File: config.mk
export PLATFORM = sky130hd
export DESIGN_NAME = led_sat_counter
export DESIGN_NICKNAME = d
export VERILOG_FILES = /design/src/rtl/led_sat_counter.sv
export SDC_FILE = /design/constraint.sdc
export NUM_CORES = 1
export LEC_CHECK = 0
export ABC_AREA = 1
export BUFFER_PORTS_ARGS = -buffer_cell sky130_fd_sc_hd__buf_2
export CORE_ASPECT_RATIO = 1.4
export CORE_MARGIN = 2
export CORE_UTILIZATION = 40
export CTS_CLUSTER_DIAMETER = 60
export DETAILED_ROUTE_END_ITERATION = 10
export PLACE_DENSITY_LB_ADDON = 0.3
export SYNTH_ARGS = -nofsm -noshare
export SYNTH_HDL_FRONTEND = slang
export SYNTH_SLANG_ARGS = --single-unit
File: constraint.sdc
create_clock -name clk -period 1.55 [get_ports clk]
set_input_delay 0.0775 -clock clk [delete_from_list [all_inputs] [get_ports clk]]
set_output_delay 0.0775 -clock clk [all_outputs]
set_load 0.01 [all_outputs]
File: src/rtl/led_sat_counter.sv
// Saturating up-counter.
// Ports:
//   clk      : clock
//   i_clear  : synchronous clear, wins over i_inc
//   i_inc    : count one event this cycle; ignored once the count is all-ones
//   o_count  : current count
module led_sat_counter #(
    parameter int W = 16
) (
    input  logic         clk,
    input  logic         i_clear,
    input  logic         i_inc,
    output logic [W-1:0] o_count
);

    logic [W-1:0] r_count;

    always_ff @(posedge clk) begin
        if (i_clear) begin
            r_count <= '0;
        end else if (i_inc && (r_count != '1)) begin
            r_count <= r_count + W'(1);
        end
    end

    assign o_count = r_count;

endmodule

==> metrics, run 1 <==
critical path type register to register; setup TNS 0 ps; Chip Height 61.0 µm; initial antenna violation count 0; unrepaired setup endpoints after global routing no; GR Util All Layers between 10% and 20%; die area approximately 2700 µm²; Final Hold Fails 0; I/O Buffers 18; Syn Nets 153; Netlist cell types 16; fillcell total between 200 and 250; worst-margin pin slew 501 ps; post-synthesis register bit count 16; pin count of the biggest net entering global routing 17; minimum clock period 1440 ps; clock transition at the registers of the reported paths ~100 ps; CP max stage cell dfxtp_1; largest area contributor in the netlist dfxtp_1; CTS sink count 16; Setup Skew 2.55 ps; vias after detailed routing roughly 980; CTS H-tree depth 1; initial DRC count 23; Leak Pwr just over 0.5 nW; fin nets between 150 and 200; slowest stage delay, CP between 400 and 500 ps; Max Cap Violations 0; Setup WS post-layout approximately 110 ps; final setup fails 0; ant diodes 0; r2r setup slk between 100 and 150 ps; Synth Instances 149; sequential area share after synthesis about a third; FF-to-FF End o_count[13]; Warnings, synthesis 0; critical path peak fanout 6; Hold Path Depth 5; CTS tree done; Wirelength per Cell about 11 µm; Max-slew headroom between 60% and 70%; worst hold endpoint o_count[3]; vias in the first global route 800; Bufs and invs on worst path 1; Post-Syn Area per Cell about 6.2 µm²; commonest non-fill, non-tap cells in the layout 46 x nand2_1, 35 x nor2_1, 18 x buf_2; total CTS buffers 3; drt via density about 5; final WL 2070 µm; Max Buffers Root-to-Sink 2; fin. max-slew vios 0; CP Capture Type register; fin crit share between 90% and 100%; Antenna Nets Post-Route 0; Clock Latency Late Sink 300 ps; Power Total 0.763 mW; Worst EP arrival between 1500 and 2000 ps; largest cells by area after synthesis dfxtp_1 34%, nand2_1 19%, nor2_1 14%; synth-to-layout area growth 19.1%; Worst path most repeated cell nand2_1; FP Rows 20; layout cells sized above 1 between 20% and 30%; Worst Hold Class input pin to register; CP top delay family simple AND/OR/NAND/NOR gates; worst path cell trace nand2_1, nor2_2, nand4_1, buf_4, nand3_1, nand2_1, nor2_1; first-pass GRT wire length 3400 µm; routability-driven placement congestion ratio ~0.86; root buffer cell clkbuf_4; r2r startpoint o_count[10]; Residual DRC 0; max FFs per register 16; Placeable Area between 2000 and 2500 µm²; hold wc startpoint i_inc; Critical Path RT approximately 1800 ps; worst r2r path cells 7; PD cells 689 nW/µm²; 1st-pass router iterations 4; global route overflow 0; status completed; Mapped Area roughly 930 µm²; commonest non-fill, non-tap cell in the layout nand2_1; Starting Density between 40% and 50%; Place WS between 70 and 80 ps; worst vdd ir between 0.3 and 0.4 mV; Die W 44.7 µm; area share of the largest cell type after synthesis 34.5%; Top-Level Pins 19; DP HPWL between 1500 and 2000 µm; Fmax roughly 0.69 GHz; final core utilization between 50% and 60%; startpoint types register
[synthesized netlist by cell type (all sizes together)]
library cell / n
nor3: 1
nand3: 12
clkbuf: 1
inv: 10
or2: 1
nor2: 48
ha: 1
nand2: 48
dfxtp: 16
buf: 1
a21oi: 7
nand4: 3
[repair_timing]
action,in CTS,in global routing
endpoints found under the setup margin,0,14
hold buffers,0,0
gates resized for setup,0,13
setup buffers,0,2
[cell type report]
cell class	count	area, µm²	share of cell area (%)
Sequential cell	16	334	30.2
Timing Repair Buffer	20	105	9.49
Tap cell	22	27.5	2.49
Clock buffer	4	36.3	3.28
Multi-Input combinational cell	121	567	51.2
Inverter	10	37.5	3.39
[per-layer routing]
layer | GRT usage, % | up-vias | wire length [µm]
met2 | 28.2 | 23 | 1030
met5 | 0 | - | 0
met4 | 9.09 | 0 | 57
met3 | 1.76 | 11 | 72
li1 | - | 513 | -
met1 | 20.9 | 435 | 915
[kinds of logic (layout without fill, tap and decap cells)]
| family | after synthesis | count (layout) | share of synthesized area, % |
|---|---|---|---|
| AOI/OAI and AO/OA | 7 | 7 | 3.77 |
| adders and majority gates | 1 | 1 | 1.35 |
| buffers and inverters | 12 | 34 | 5.38 |
| DFF | 16 | 16 | 34.5 |
| and+or+nand+nor | 113 | 113 | 55.0 |
[worst reg2reg max path: stages (launching register included)]
cell     delay, ps
dfxtp_1        430
nand2_1        100
nor2_2         180
nand4_1        240
buf_4          220
nand3_1         60
nand2_1         50
nor2_1          90
[power breakdown]
part           total [mW]  internal [mW]  switching (mW)
clock               0.291          0.143           0.148
sequential          0.422          0.417         0.00526
combinational      0.0498         0.0198          0.0300
[how the worst max path moves through the flow]
stage / startpoint / to / slack, ps / cells after the start
detailed placement: o_count[0] / o_count[14] / 80 / 7
global route: o_count[0] / o_count[10] / 10 / 8
floorplan: o_count[0] / o_count[0] / 160 / 8
CTS: o_count[0] / o_count[14] / 50 / 7
global placement: o_count[0] / o_count[0] / 150 / 9
finish: o_count[10] / o_count[13] / 110 / 7
[through the flow]
| step | cell area [µm²] | cells | hold WS, ps |
|---|---|---|---|
| 2_1_floorplan | 930 | 149 | 290 |
| 3_3_place_gp | 1030 | 187 | 506 |
| 3_5_place_dp | 1030 | 187 | 525 |
| 4_1_cts | 1070 | 191 | 218 |
| 5_1_grt | 1110 | 193 | 232 |
| 6_report | 1110 | 193 | 223 |
Note: power is estimated with default switching activity, not from simulation.
==> run 2: changes to the inputs <==
- REMOVE_ABC_BUFFERS: not set -> 1
- SLEW_MARGIN: not set -> 20
- TNS_END_PERCENT: not set -> 10
==> metrics, run 2 (same netlist as run 1, synthesis figures left out) <==
Residual DRC 0 (unchanged); Hold-fix buffers, CTS 0 (unchanged); die area 2730 µm² (unchanged); startpoint types register; fin nets 176 (unchanged); fin. max-slew vios 0 (unchanged); Chip Height 61.0 µm (unchanged); Max Cap Violations 0 (unchanged); clock transition at the registers of the reported paths 110 ps (about the same); CTS tree done; Leak Pwr 0.504 nW (-0.32%); routability-driven placement congestion ratio 0.837 (-2.3%); Setup WS post-layout 134 ps (+26.0 ps); initial DRC count 19 (-17%); drt via density 5.03 (-1.2%); critical path peak fanout 7 (+1); I/O Buffers 18 (unchanged); final WL 2030 µm (-2.2%); CP Capture Type register; CTS H-tree depth 1 (unchanged); Clock Latency Late Sink 300 ps (about the same); fillcell total 222 (-6.3%); ant diodes 0 (unchanged); Clock Power Share 38.1% (about the same); synth-to-layout area growth 17.9%; critical path type register to register; Worst Hold Class input pin to register; GR Util All Layers 18.0% (+1.2 points); Antenna Nets Post-Route 0 (unchanged); Worst EP arrival 1650 ps (-30 ps); internal power contribution 0.577 mW (-0.48%); Place WS 64.2 ps (-13.3 ps); max FFs per register 16 (unchanged); vias after detailed routing 970 (-1.2%); Critical Path RT 1780 ps (about the same); Comb pwr share 6.1% (-0.4 points); CTS sink count 16 (unchanged); final setup fails 0 (unchanged); worst-margin pin slew 502 ps (+0.978 ps); Final Hold Fails 0 (unchanged); DP Area 1040 µm² (+0.73%); worst vdd ir 0.336 mV (-9.9%); Wirelength per Cell 10.5 µm (-2.2%); layout cells sized above 1 25.1% (-4.7 points); root buffer cell clkbuf_4; Setup Skew 12.4 ps (+9.84 ps); initial antenna violation count 0 (unchanged); Top-Level Pins 19 (unchanged); first-pass GRT wire length 3620 µm (+6.5%); post-route cell area 1100 µm² (-1.0%); Starting Density 42.7% (unchanged); commonest non-fill, non-tap cell in the layout nand2_1; Max Buffers Root-to-Sink 2 (unchanged); sw frac 23.7% (-0.28 points); final core utilization 50.3% (-0.52 points); status completed; total CTS buffers 3 (unchanged); Multi-input gate area 564 µm² (-0.44%); DP HPWL 1570 µm (+2.6%); minimum clock period 1420 ps (-26.0 ps); sequential power share 55.8% (+0.5 points); vias in the first global route 920 (+15%); pin count of the biggest net entering global routing 17 (unchanged); area occupied by registers 325 µm² (-2.6%); 1st-pass router iterations 4 (unchanged); Placeable Area 2180 µm² (unchanged); commonest non-fill, non-tap cells in the layout 46 x nand2_1, 35 x nor2_1, 18 x buf_2; Max-slew headroom 66.5% (about the same); Die W 44.7 µm (unchanged); fin crit share 91.3% (-1.7 points); FP Rows 20 (unchanged); global route overflow 0 (unchanged); P_sw 0.180 mW (-2.0%); PD cells 691 nW/µm² (+0.17%); Fmax 0.706 GHz (+1.8%)
[run 2: through the flow]
step	cells	power (mW)	hold WS [ps]	setup TNS [ps]
after floorplan	147	0.461	337	0
after detailed placement	188	0.477	520	0
final	193	0.757	219	0
after global routing	193	0.799	246	-4.91
after global placement	188	0.475	510	0
after CTS	192	0.763	217	0
[run 2: repair_timing]
item	4_1_cts	5_1_grt
endpoints found under the setup margin	0	14
setup buffers	0	1
gates resized for setup	0	5
[run 2: critical path, stage by stage, from the launching register on]
cell     delay, ps
dfxtp_1        440
nand2_1        100
nor2_2         190
nand2_2        140
nor2_8         210
nor2_2          60
nand2_1         50
nand2_1         40
nor2_1         120
[run 2: final timing paths]
path          startpoint         end  slack [ps]  cells after the start
max          o_count[10]  o_count[9]         130                      8
min                i_inc  o_count[4]         220                      5
max reg2reg  o_count[10]  o_count[9]         130                      8
min reg2reg   o_count[1]  o_count[1]         520                      2
[run 2: cell type report]
type                       count  share of cell area [%]
multi-input combinational    121                    51.5
sequential                    16                    29.7
timing repair buffer          20                    9.59
inverter                      10                    3.42
clock buffer                   4                    3.31
tap                           22                    2.51
[run 2: power by group through the flow]
stage	sequential (mW)	clock (mW)	combinational, mW
finish	0.422	0.289	0.0459
global route	0.423	0.321	0.0546
CTS	0.422	0.295	0.0461
detailed placement	0.431	0	0.0461
global placement	0.430	0	0.0452
floorplan	0.433	0	0.0283
[run 2: per-layer routing]
layer / global-route usage (%) / part of all wire [%] / vias to the layer above
li1: - / - / 509
met1: 18.8 / 43 / 429
met2: 32.9 / 50 / 22
met3: 2.05 / 3.7 / 10
met4: 12.1 / 4.0 / 0
met5: 0 / 0 / -
